File: config.mk
export PLATFORM = sky130hd
export DESIGN_NAME = mult_arbiter
export DESIGN_NICKNAME = d
export VERILOG_FILES = /design/src/rtl/mult_arb_pkg.sv /design/src/rtl/mult_arb_watchdog.sv /design/src/rtl/mult_arbiter.sv
export SDC_FILE = /design/constraint.sdc
export NUM_CORES = 1
export LEC_CHECK = 0
export ABC_AREA = 0
export CAP_MARGIN = 40
export CORE_AREA = 2 2 129 131
export CTS_CLUSTER_SIZE = 28
export DETAILED_ROUTE_END_ITERATION = 8
export DIE_AREA = 0 0 131 133
export PLACE_DENSITY_LB_ADDON = 0.05
export SLEW_MARGIN = 20
export SYNTH_ARGS = -nofsm -noshare
export SYNTH_HDL_FRONTEND = slang
export SYNTH_SLANG_ARGS = --single-unit
File: constraint.sdc
create_clock -name clock -period 11.35 [get_ports clock]
set_input_delay 2.27 -clock clock [delete_from_list [all_inputs] [get_ports clock]]
set_output_delay 2.27 -clock clock [all_outputs]
set_load 0.005 [all_outputs]
File: src/rtl/mult_arb_pkg.sv
// rtl/mult_arb_pkg.sv - shared state encoding, port ids and grant helper for mult_arbiter
package mult_arb_pkg;

    typedef enum logic [1:0] {
        IDLE   = 2'b00,
        LAUNCH = 2'b01,
        WAIT   = 2'b10,
        RESP   = 2'b11
    } arb_state_t;

    localparam logic PORT0 = 1'b0;
    localparam logic PORT1 = 1'b1;

    // A lone requester wins; on a tie the port that was not served last wins.
    function automatic logic pick_winner(input logic req0, input logic req1, input logic last_served);
        if (req0 && req1) begin
            return ~last_served;
        end
        if (req1) begin
            return PORT1;
        end
        return PORT0;
    endfunction

endpackage

File: src/rtl/mult_arb_watchdog.sv
// rtl/mult_arb_watchdog.sv - WAIT-state cycle counter that flags a multiplier that never reports done
module mult_arb_watchdog #(
    parameter int TIMEOUT = 70
) (
    input  logic clock,
    input  logic rst,
    input  logic i_clear,
    input  logic i_enable,
    output logic o_expired
);

    localparam int CW = $clog2(TIMEOUT + 1);

    logic [CW-1:0] r_count;

    // Count WAIT cycles; saturate so a stuck enable cannot wrap back to a small value.
    always_ff @(posedge clock or posedge rst) begin
        if (rst) begin
            r_count <= '0;
        end else if (i_clear) begin
            r_count <= '0;
        end else if (i_enable && (r_count != CW'(TIMEOUT))) begin
            r_count <= r_count + 1'b1;
        end
    end

    // Count starts at 0 in the first WAIT cycle, so TIMEOUT-1 marks the last allowed cycle.
    assign o_expired = i_enable && (r_count == CW'(TIMEOUT - 1));

endmodule

File: src/rtl/mult_arbiter.sv
// rtl/mult_arbiter.sv - round-robin two-port arbiter and sequencer for the shared multiplier (watchdog build: MULT_ARB_WATCHDOG_EN)
module mult_arbiter
    import mult_arb_pkg::*;
#(
    parameter int WIDTH   = 32,
    parameter int TIMEOUT = 70
) (
    input  logic                 clock,
    input  logic                 rst,
    input  logic                 i_req0,
    input  logic                 i_req1,
    input  logic [WIDTH-1:0]     i_a0,
    input  logic [WIDTH-1:0]     i_b0,
    input  logic [WIDTH-1:0]     i_a1,
    input  logic [WIDTH-1:0]     i_b1,
    input  logic                 i_mul_idle,
    input  logic                 i_mul_done,
    input  logic [2*WIDTH-1:0]   i_mul_product,
    output logic                 o_mul_start,
    output logic [WIDTH-1:0]     o_mul_a,
    output logic [WIDTH-1:0]     o_mul_b,
    output logic [2*WIDTH-1:0]   o_result,
    output logic                 o_done0,
    output logic                 o_done1,
    output logic                 o_err,
    output logic                 o_busy,
    output logic                 o_owner
);

    arb_state_t r_state;
    logic       r_last;
    logic       w_winner;
    logic       w_expired;

    assign w_winner = pick_winner(i_req0, i_req1, r_last);

`ifdef MULT_ARB_WATCHDOG_EN
    mult_arb_watchdog #(
        .TIMEOUT (TIMEOUT)
    ) u_watchdog (
        .clock     (clock),
        .rst       (rst),
        .i_clear   (r_state == LAUNCH),
        .i_enable  (r_state == WAIT),
        .o_expired (w_expired)
    );
`else
    logic [31:0] w_unused_timeout;
    assign w_unused_timeout = 32'(TIMEOUT);
    assign w_expired        = 1'b0;
`endif

    // Sequencer: grant, launch, wait for the multiplier, then pulse done to the owner.
    always_ff @(posedge clock or posedge rst) begin
        if (rst) begin
            r_state     <= IDLE;
            r_last      <= PORT1;
            o_mul_start <= 1'b0;
            o_mul_a     <= '0;
            o_mul_b     <= '0;
            o_result    <= '0;
            o_done0     <= 1'b0;
            o_done1     <= 1'b0;
            o_err       <= 1'b0;
            o_busy      <= 1'b0;
            o_owner     <= PORT0;
        end else begin
            o_mul_start <= 1'b0;
            o_done0     <= 1'b0;
            o_done1     <= 1'b0;
            o_err       <= 1'b0;
            case (r_state)
                IDLE: begin
                    if ((i_req0 || i_req1) && i_mul_idle) begin
                        o_owner     <= w_winner;
                        o_mul_a     <= (w_winner == PORT1) ? i_a1 : i_a0;
                        o_mul_b     <= (w_winner == PORT1) ? i_b1 : i_b0;
                        o_mul_start <= 1'b1;
                        o_busy      <= 1'b1;
                        r_state     <= LAUNCH;
                    end
                end
                LAUNCH: begin
                    r_state <= WAIT;
                end
                WAIT: begin
                    if (i_mul_done) begin
                        o_result <= i_mul_product;
                        o_done0  <= (o_owner == PORT0);
                        o_done1  <= (o_owner == PORT1);
                        r_state  <= RESP;
                    end else if (w_expired) begin
                        o_result <= '0;
                        o_err    <= 1'b1;
                        o_done0  <= (o_owner == PORT0);
                        o_done1  <= (o_owner == PORT1);
                        r_state  <= RESP;
                    end
                end
                RESP: begin
                    r_last  <= o_owner;
                    o_busy  <= 1'b0;
                    r_state <= IDLE;
                end
                default: begin
                    r_state <= IDLE;
                end
            endcase
        end
    end

endmodule

==> qor.txt, run 1 <==
highest metal used = met4
# hold bufs at CTS = 0
Setup violations, final = 0
Root Driver = clkbuf_16
# clock sinks = 136
top-level I/O count = 332
flop-to-flop setup slack = 9.12 ns
crit path launch type = primary input
Met2 Wirelength = 8870 microns
CTS tree = built
share of post-route cells with drive strength above 1 = 13.2%
commonest non-fill, non-tap cell in the layout = clkdlybuf4s50_1
GRT Total Usage = 20.1%
number of remaining DRC errors = 0
cell count after synthesis = 518
PD cells = 256 nW/um^2
DR pass1 iterations = 4
Reg2Reg Depth = 6
Pwr Total = 2.50 mW
Core ar. = 16200 sq um
DR vias = 4936
Final Hold Fails = 0
vias in the first global route = 5034
minimum clock period = 3.91 ns
Critical Path RT = 11.65 ns
clk_lat worst skew = 0.42 ns
grt total ovfl = 0
post-route ant nets = 0
Slew headroom = 45.4%
post-CTS sizing = 0
pin count of the biggest net entering global routing = 70
reg2reg start = r_state[0]$_DFFE_PP0P_
clk buf depth = 2
num rows = 47
global-route wire length before repair = 26700 microns
Worst R2R End = o_owner$_DFFE_PP0P_
Synth Register Bits = 136
Vias/cell = 4.61
Critical Path End Type = flop
Lkg Pwr = 4.10 nW
Slowest-stage cell, CP = clkdlybuf4s50_1
Mapped Nets = 720
sequential element share of the synthesized area = 59.4%
critical path class = primary input to flop
CTS Buf Count = 17
VDD IR max = 0.134 mV
Clk pin slew, worst setup/hold paths = 0.06 ns
RSZ-0062 raised after global routing = no
crit path max fanout = 69
final net count = 1039
Chip Height = 133 microns
initial core utilization = 35.4%
total length of routed met3 wires = 1550 microns
skew final = 0.00580 ns
Hold Path Class = flop to flop
hpwl dp = 12800 microns
worst-margin pin slew = 0.820 ns
Mapped Area = 5730 sq um
setup tns final = 0 ns
Ys Warns = 0
status = complete, no violations
f_max = 255 MHz
Routed met1 length = 6510 microns
Die ar. = 17400 sq um
Slew Limit Fails = 0
Syn-to-layout area delta = 71.0%
DR WL/cell = 16.2 microns
CP Capture Point = o_owner$_DFFE_PP0P_
Port Buffers = 330
critical-path cell list = clkdlybuf4s50_1 > o211a_4 > buf_4 > buf_16 > mux2_4
worst setup path start = i_req0
Final Cycle Share = 34.5%
RD Place Congestion = 0.785
setup repair bufs after CTS = 0
worst hold margin = 0.502 ns
commonest non-fill, non-tap cells in the layout = clkdlybuf4s50_1 (330), dfrtp_1 (135), nand2_1 (129)
Netlist cell types = 23
Total Wirelength = 17400 microns
1st-iter DRT viols = 204
maxcap violations = 0
Die Wd = 131 microns
initial antenna violation count = 1
crit-path max cell delay = 0.58 ns
Max H-tree Level = 4
crit path DAT = 4.21 ns
Syn Area/Cell = 11.1 sq um
[cell usage after synthesis, drive strengths merged]
cell type | n | area share, %
a21boi | 1 | 0.20
nand2 | 130 | 8.5
inv | 3 | 0.20
dfstp | 1 | 0.46
o21ai | 1 | 0.087
a2bb2oi | 1 | 0.15
mux2 | 67 | 13
ha | 4 | 0.87
nor2b | 1 | 0.11
a31oi | 64 | 7.0
buf | 36 | 5.0
dfrtp | 135 | 59
conb | 1 | 0.065
clkbuf | 1 | 0.065
o211a | 1 | 0.17
a21bo | 1 | 0.17
nor2 | 67 | 4.4
a21oi | 2 | 0.17
and3 | 1 | 0.11
[metal layers]
metal  vias to the layer above  track usage [%]
met4                         0             8.45
met1                      2316             22.1
li1                       2386                -
met2                       207             34.7
met5                         -                0
met3                        27             7.32
[cell type report]
type,count,area (sq um)
well taps,220,275
inverters,3,16.3
diodes,1,2.50
flip-flops and latches,136,3400
multi-input cells,342,2040
fillers,1316,6380
repair buffers,337,3400
clock buffers,20,467
clock inverters,12,195
[critical path, delay by kind of cell]
family,cells,cell delay (ns)
multiplexers,1,0.32
AO/OA/AOI/OAI,1,0.18
buffers and inverters,3,1.38
[flip-flops by register name, indices dropped and copies added, names as in the netlist]
register / flops
o_done0: 1
o_result: 64
o_mul_b: 32
o_owner: 1
o_mul_start: 1
o_mul_a: 32
r_last: 1
r_state: 2
o_done1: 1
o_busy: 1
[how the worst min path moves through the flow]
stage	from	endpoint	cells after the start	slack, ns
2_1_floorplan	o_owner$_DFFE_PP0P_	o_done0$_DFF_PP0_	1	0.47
3_3_place_gp	o_result[43]$_DFFE_PP0P_	o_result[43]$_DFFE_PP0P_	1	0.49
3_5_place_dp	o_result[31]$_DFFE_PP0P_	o_result[31]$_DFFE_PP0P_	1	0.49
4_1_cts	o_result[31]$_DFFE_PP0P_	o_result[31]$_DFFE_PP0P_	1	0.50
5_1_grt	o_result[60]$_DFFE_PP0P_	o_result[60]$_DFFE_PP0P_	1	0.51
6_report	o_result[13]$_DFFE_PP0P_	o_result[13]$_DFFE_PP0P_	1	0.50
[logic make-up after synthesis]
kind of cell	count (synthesis)	share of synthesized area (%)
fa+ha+maj	4	0.874
buf+inv	40	5.29
other cells	1	0.0655
mux	67	13.2
compound gates	71	7.95
simple gates	199	13.1
flops	136	59.4
[metrics by stage]
step	setup slack [ns]	cells	util [%]	area, sq um
after floorplan	5.44	518	-	5730
after detailed placement	7.00	1038	56.4	9130
after global placement	6.94	1036	56.1	9070
after CTS	7.43	1070	60.5	9790
final	7.44	1071	60.6	9790
after global routing	7.28	1071	60.6	9790
[where the power goes]
part,internal (mW),total [mW],switching [mW]
sequential,0.731,0.856,0.125
combinational,0.668,1.03,0.365
clock,0.407,0.614,0.208
total,1.81,2.50,0.697
Power figures use the tool's default switching activity.
==> run 2, diff against run 1 <==
--- a/config.mk
+++ b/config.mk
@@ -7,10 +7,10 @@
 export LEC_CHECK = 0
 export ABC_AREA = 0
 export CAP_MARGIN = 40
-export CORE_AREA = 2 2 129 131
+export CORE_ASPECT_RATIO = 0.75
+export CORE_UTILIZATION = 38
 export CTS_CLUSTER_SIZE = 28
 export DETAILED_ROUTE_END_ITERATION = 8
-export DIE_AREA = 0 0 131 133
 export PLACE_DENSITY_LB_ADDON = 0.05
 export SLEW_MARGIN = 20
 export SYNTH_ARGS = -nofsm -noshare
==> constraint.sdc (replaced) <==
create_clock -name clock -period 3.9 [get_ports clock]
set_input_delay 0.78 -clock clock [delete_from_list [all_inputs] [get_ports clock]]
set_output_delay 0.78 -clock clock [all_outputs]
set_load 0.005 [all_outputs]
==> run 2 against run 1 <==
  * Via count up 1.9%
  * Largest cell class is now buffers
  * Cell area down 0.19%
  * Largest power group unchanged
  * Worst setup slack worse by 5.9 ns
  * Clock skew about the same
  * Critical endpoint is now o_mul_a[1]$_DFFE_PP0P_
  * Highest routed layer unchanged
  * First-iteration DRC count up 11%
  * Clock power rose to 2.8 times the previous value
  * Register-to-register slack worse by 7.2 ns
  * Die area down 11%
  * Critical path depth unchanged
==> qor.txt, run 2 (synthesized netlist as in run 1, its figures left out) <==
status = complete, no violations (unchanged)
post-route ant nets = 0 (unchanged)
Critical Path RT = 4.22 ns (was 11.65 ns)
DR WL/cell = 16.8 microns (was 16.2 microns)
Hold Path Class = flop to flop (unchanged)
WP depth = 5 (unchanged)
VDD IR max = 0.383 mV (was 0.134 mV)
final net count = 1041 (was 1039)
Root Driver = clkbuf_16 (unchanged)
vias in the first global route = 5108 (was 5034)
skew final = 0.00624 ns (was 0.00580 ns)
clk buf depth = 2 (unchanged)
maxcap violations = 0 (unchanged)
Lkg Pwr = 4.09 nW (was 4.10 nW)
post-CTS sizing = 0 (unchanged)
post-route cell area = 9770 sq um (was 9790 sq um)
setup tns final = 0 ns (unchanged)
RSZ-0062 raised after global routing = no (unchanged)
Multi-input gate area = 2040 sq um (unchanged)
worst hold endpoint = o_result[24]$_DFFE_PP0P_ (was o_result[13]$_DFFE_PP0P_)
Core ar. = 14600 sq um (was 16200 sq um)
Final Cycle Share = 59.4%
flop-to-flop setup slack = 1.91 ns (was 9.12 ns)
Die Wd = 144 microns (was 131 microns)
hpwl dp = 13000 microns (was 12800 microns)
GRT Total Usage = 23.2% (was 20.1%)
hold depth = 1 (unchanged)
Critical Path End Type = flop (unchanged)
Top delay family on crit path = buffers and inverters (unchanged)
grt total ovfl = 0 (unchanged)
crit-path max cell delay = 0.58 ns (about the same)
reg2reg start = r_state[0]$_DFFE_PP0P_ (unchanged)
num rows = 38 (was 47)
Syn-to-layout area delta = 70.7% (was 71.0%)
max reg flops = 64 (unchanged)
Max H-tree Level = 4 (unchanged)
CTS Buf Count = 17 (unchanged)
Total Wirelength = 17600 microns (was 17400 microns)
Register Area = 3400 sq um (unchanged)
1st-iter DRT viols = 227 (was 204)
top flop regs = o_result: 64 flops, o_mul_a: 32 flops, o_mul_b: 32 flops (unchanged)
commonest non-fill, non-tap cell in the layout = clkdlybuf4s50_1 (unchanged)
Slew Limit Fails = 0 (unchanged)
commonest non-fill, non-tap cells in the layout = clkdlybuf4s50_1 (330), dfrtp_1 (135), nand2_1 (129) (unchanged)
CTS tree = built (unchanged)
share of post-route cells with drive strength above 1 = 12.8% (was 13.2%)
crit path DAT = 2.64 ns (was 4.21 ns)
clk_lat worst skew = 0.41 ns (was 0.42 ns)
crit path max fanout = 51 (was 69)
global-route wire length before repair = 26800 microns (was 26700 microns)
Slew headroom = 49.4% (was 45.4%)
RD Place Congestion = 0.793 (was 0.785)
# clock sinks = 136 (unchanged)
Reg2Reg Depth = 6 (unchanged)
f_max = 432 MHz
Reg with most FFs = o_result (unchanged)
worst-margin pin slew = 0.757 ns (was 0.820 ns)
Final Hold Fails = 0 (unchanged)
Chip Height = 108 microns (was 133 microns)
PD cells = 743 nW/um^2 (was 256 nW/um^2)
# diodes = 0 (was 1)
critical path class = primary input to flop (unchanged)
Vias/cell = 4.78 (was 4.61)
Filler cells = 1115 (was 1316)
initial antenna violation count = 0 (was 1)
Setup violations, final = 0 (unchanged)
Slowest-stage cell, CP = clkdlybuf4s50_1 (unchanged)
initial core utilization = 39.2% (was 35.4%)
DR vias = 5029 (was 4936)
Worst R2R End = o_mul_a[1]$_DFFE_PP0P_ (was o_owner$_DFFE_PP0P_)
minimum clock period = 2.32 ns
pin count of the biggest net entering global routing = 85 (was 70)
HP Start = o_result[24]$_DFFE_PP0P_ (was o_result[13]$_DFFE_PP0P_)
critical-path cell list = clkdlybuf4s50_1 > a21bo_2 > buf_4 > nand2_1 > a31oi_1 (was clkdlybuf4s50_1 > o211a_4 > buf_4 > buf_16 > mux2_4)
Port Buffers = 330 (unchanged)
Buf/Inv on CP = 2 (was 3)
crit path launch type = primary input (unchanged)
DR pass1 iterations = 4 (unchanged)
Clk pin slew, worst setup/hold paths = 0.06 ns (about the same)
setup repair bufs after CTS = 0 (unchanged)
Area after DPL = 9140 sq um (was 9130 sq um)
# hold bufs at CTS = 0 (unchanged)
Die ar. = 15600 sq um (was 17400 sq um)
number of remaining DRC errors = 0 (unchanged)
top-level I/O count = 332 (unchanged)
## run 2: how the worst max path moves through the flow
stage                 from                      end  slack, ns
floorplan              rst       o_busy$_DFFE_PP0P_       1.43
global placement    i_req1  o_mul_a[30]$_DFFE_PP0P_       1.15
detailed placement  i_req0  o_mul_a[14]$_DFFE_PP0P_       1.16
CTS                 i_req0   o_mul_a[1]$_DFFE_PP0P_       1.58
global route        i_req0  o_mul_a[16]$_DFFE_PP0P_       1.49
finish              i_req0   o_mul_a[1]$_DFFE_PP0P_       1.58
## run 2: per-stage QoR
stage	total power, mW	utilization, %	cells	hold WS [ns]	setup slack (ns)
after floorplan	3.71	-	518	0.473	1.43
after global placement	5.47	62.4	1019	0.485	1.15
after detailed placement	5.57	62.6	1020	0.492	1.16
after CTS	7.34	67.0	1052	0.504	1.58
after global routing	7.72	67.0	1052	0.509	1.49
final	7.26	67.0	1052	0.501	1.58
## run 2: cell type report
class / instances / share of cell area (%)
clock buffers: 24 / 4.83
well taps: 200 / 2.56
flip-flops and latches: 136 / 34.8
repair buffers: 339 / 35.1
clock inverters: 8 / 1.72
inverters: 3 / 0.154
multi-input cells: 342 / 20.8
## run 2: power breakdown
| part | internal, mW | total [mW] | switching [mW] | leakage, nW |
|---|---|---|---|---|
| combinational | 1.95 | 3.02 | 1.07 | 2.21 |
| sequential | 2.13 | 2.50 | 0.368 | 1.57 |
| clock | 1.17 | 1.74 | 0.577 | 0.308 |
| total | 5.25 | 7.26 | 2.01 | 4.09 |
## run 2: routing by layer
layer	track usage, %	vias up	wire (microns)	share of wire, %
met5	0	-	0	0
met4	9.88	0	449	2.5
met3	9.34	32	1730	9.8
met2	40.3	225	8800	50
met1	25.1	2384	6650	38
li1	-	2388	-	-
==> run 3, diff against run 2 <==
==> constraint.sdc (replaced) <==
create_clock -name clock -period 2.15 [get_ports clock]
set_input_delay 0.43 -clock clock [delete_from_list [all_inputs] [get_ports clock]]
set_output_delay 0.43 -clock clock [all_outputs]
set_load 0.005 [all_outputs]
==> run 3 against run 2 <==
  * Sequential share of layout area unchanged
  * Power up 79%
  * Largest power group unchanged
  * Register-to-register slack worse by 1.4 ns
  * Cell count grew 0.19%
  * Wire length is essentially flat
  * Combinational power up 82%
==> qor.txt, run 3 (synthesized netlist as in run 1, its figures left out) <==
Filler cells = 1146 (was 1115)
setup tns final = 0 ns (unchanged)
max reg flops = 64 (unchanged)
Slew headroom = 64.3% (was 49.4%)
Root Driver = clkbuf_16 (unchanged)
top-level I/O count = 332 (unchanged)
Clk pin slew, worst setup/hold paths = 0.06 ns (about the same)
Total Wirelength = 17600 microns (about the same)
critical-path cell list = clkdlybuf4s50_1 (was clkdlybuf4s50_1 > a21bo_2 > buf_4 > nand2_1 > a31oi_1)
Slowest-stage cell, CP = clkdlybuf4s50_1 (unchanged)
CTS tree = built (unchanged)
global-route wire length before repair = 26900 microns (was 26800 microns)
Hold Path Class = flop to flop (unchanged)
Seq pwr share = 34.9% (was 34.4%)
Vias/cell = 4.74 (was 4.78)
VDD IR max = 0.734 mV (was 0.383 mV)
Chip Height = 108 microns (unchanged)
met2 Usage GRT = 40.4% (was 40.3%)
Syn-to-layout area delta = 70.7% (unchanged)
Core ar. = 14600 sq um (unchanged)
status = complete, no violations (unchanged)
Slew Limit Fails = 0 (unchanged)
hpwl dp = 13000 microns (about the same)
Port Buffers = 330 (unchanged)
initial core utilization = 39.2% (unchanged)
Sw Pwr = 3.71 mW (was 2.01 mW)
Lkg Pwr = 4.09 nW (about the same)
Final Hold Fails = 0 (unchanged)
CTS Buf Count = 17 (unchanged)
RSZ-0062 raised after global routing = no (unchanged)
post-route ant nets = 0 (unchanged)
Reg with most FFs = o_result (unchanged)
worst-margin pin slew = 0.535 ns (was 0.757 ns)
Buf/Inv on CP = 1 (was 2)
Pint = 9.32 mW (was 5.25 mW)
Setup violations, final = 0 (unchanged)
DR WL/cell = 16.7 microns (was 16.8 microns)
pin count of the biggest net entering global routing = 96 (was 85)
Critical Path RT = 1.72 ns (was 4.22 ns)
num rows = 38 (unchanged)
skew final = 0.00794 ns (was 0.00624 ns)
RD Place Congestion = 0.776 (was 0.793)
setup repair bufs after CTS = 0 (unchanged)
Pwr Total = 13.0 mW (was 7.26 mW)
clk_lat worst skew = 0.41 ns (about the same)
share of post-route cells with drive strength above 1 = 13.5% (was 12.8%)
1st-iter DRT viols = 152 (was 227)
DR vias = 4994 (was 5029)
Final Cycle Share = 86.7%
top flop regs = o_result: 64 flops, o_mul_a: 32 flops, o_mul_b: 32 flops (unchanged)
crit path max fanout = 5 (was 51)
grt peak-use layer = met2 (unchanged)
# diodes = 0 (unchanged)
commonest non-fill, non-tap cells in the layout = clkdlybuf4s50_1 (330), dfrtp_1 (135), nand2_1 (129) (unchanged)
clock group share of total power = 22.8% (was 24.0%)
DR pass1 iterations = 4 (unchanged)
crit-path max cell delay = 0.57 ns (was 0.58 ns)
Die Wd = 144 microns (unchanged)
final net count = 1043 (was 1041)
switching share of power = 28.5% (was 27.7%)
crit path launch type = flop (was primary input)
clk buf depth = 2 (unchanged)
Die ar. = 15600 sq um (unchanged)
critical path class = flop to output pin (was primary input to flop)
# clock sinks = 136 (unchanged)
vias in the first global route = 5107 (was 5108)
Top delay family on crit path = buffers and inverters (unchanged)
maxcap violations = 0 (unchanged)
GRT Total Usage = 23.1% (was 23.2%)
Critical Path End Type = output pin (was flop)
f_max = 537 MHz
minimum clock period = 1.86 ns
GR Layer Usage met1 = 24.7% (was 25.1%)
met3 usage = 9.88% (was 9.34%)
worst setup path start = o_owner$_DFFE_PP0P_ (was i_req0)
reg2reg start = r_state[0]$_DFFE_PP0P_ (unchanged)
# hold bufs at CTS = 0 (unchanged)
PD cells = 1330 nW/um^2 (was 743 nW/um^2)
initial antenna violation count = 0 (unchanged)
number of remaining DRC errors = 0 (unchanged)
HP Start = o_result[25]$_DFFE_PP0P_ (was o_result[24]$_DFFE_PP0P_)
grt total ovfl = 0 (unchanged)
crit path DAT = 1.43 ns (was 2.64 ns)
logic gate share of total power = 42.3% (was 41.6%)
Max H-tree Level = 4 (unchanged)
post-CTS sizing = 0 (unchanged)
commonest non-fill, non-tap cell in the layout = clkdlybuf4s50_1 (unchanged)
==> run 3: area by class of cell <==
cell class | count | area, sq um | share of cell area, %
Timing Repair Buffer | 341 | 3460 | 35.4
Multi-Input combinational cell | 342 | 2040 | 20.8
Inverter | 3 | 15.0 | 0.154
Clock buffer | 20 | 457 | 4.67
Tap cell | 200 | 250 | 2.56
Sequential cell | 136 | 3400 | 34.8
Clock inverter | 12 | 150 | 1.54
==> run 3: final timing paths <==
check                                           end  slack [ns]  cells past startpoint
setup / recovery                            o_owner        0.29                      1
max in group asynchronous        r_last$_DFFE_PP1P_        1.19                      3
hold reg to reg            o_result[25]$_DFFE_PP0P_        0.50                      1
setup reg to reg             o_mul_a[4]$_DFFE_PP0P_        0.54                      6
hold / removal             o_result[25]$_DFFE_PP0P_        0.50                      1
min in group asynchronous   o_result[1]$_DFFE_PP0P_        0.53                      3
==> run 3: metrics by stage <==
step / instances / util, % / hold slack (ns) / worst slack, ns / area [sq um]
3_3_place_gp: 1022 / 62.8 / 0.487 / 0.307 / 9170
2_1_floorplan: 518 / - / 0.473 / 0.0277 / 5730
3_5_place_dp: 1022 / 62.8 / 0.492 / 0.175 / 9170
5_1_grt: 1054 / 67.0 / 0.508 / 0.241 / 9770
4_1_cts: 1054 / 67.0 / 0.505 / 0.253 / 9770
6_report: 1054 / 67.0 / 0.501 / 0.286 / 9770
==> run 3: power groups by stage <==
stage	Combinational, mW	Clock [mW]	Sequential [mW]
2_1_floorplan	2.11	0	4.63
3_3_place_gp	5.47	0	4.50
3_5_place_dp	5.57	0	4.58
4_1_cts	5.60	3.04	4.56
5_1_grt	5.98	3.17	4.70
6_report	5.51	2.97	4.55
==> run 3: routing by layer <==
metal / vias up / part of all wire (%) / routed length [microns]
li1: 2397 / - / -
met1: 2361 / 37 / 6510
met2: 206 / 51 / 8960
met3: 30 / 9.6 / 1690
met4: 0 / 2.7 / 477
met5: - / 0 / 0
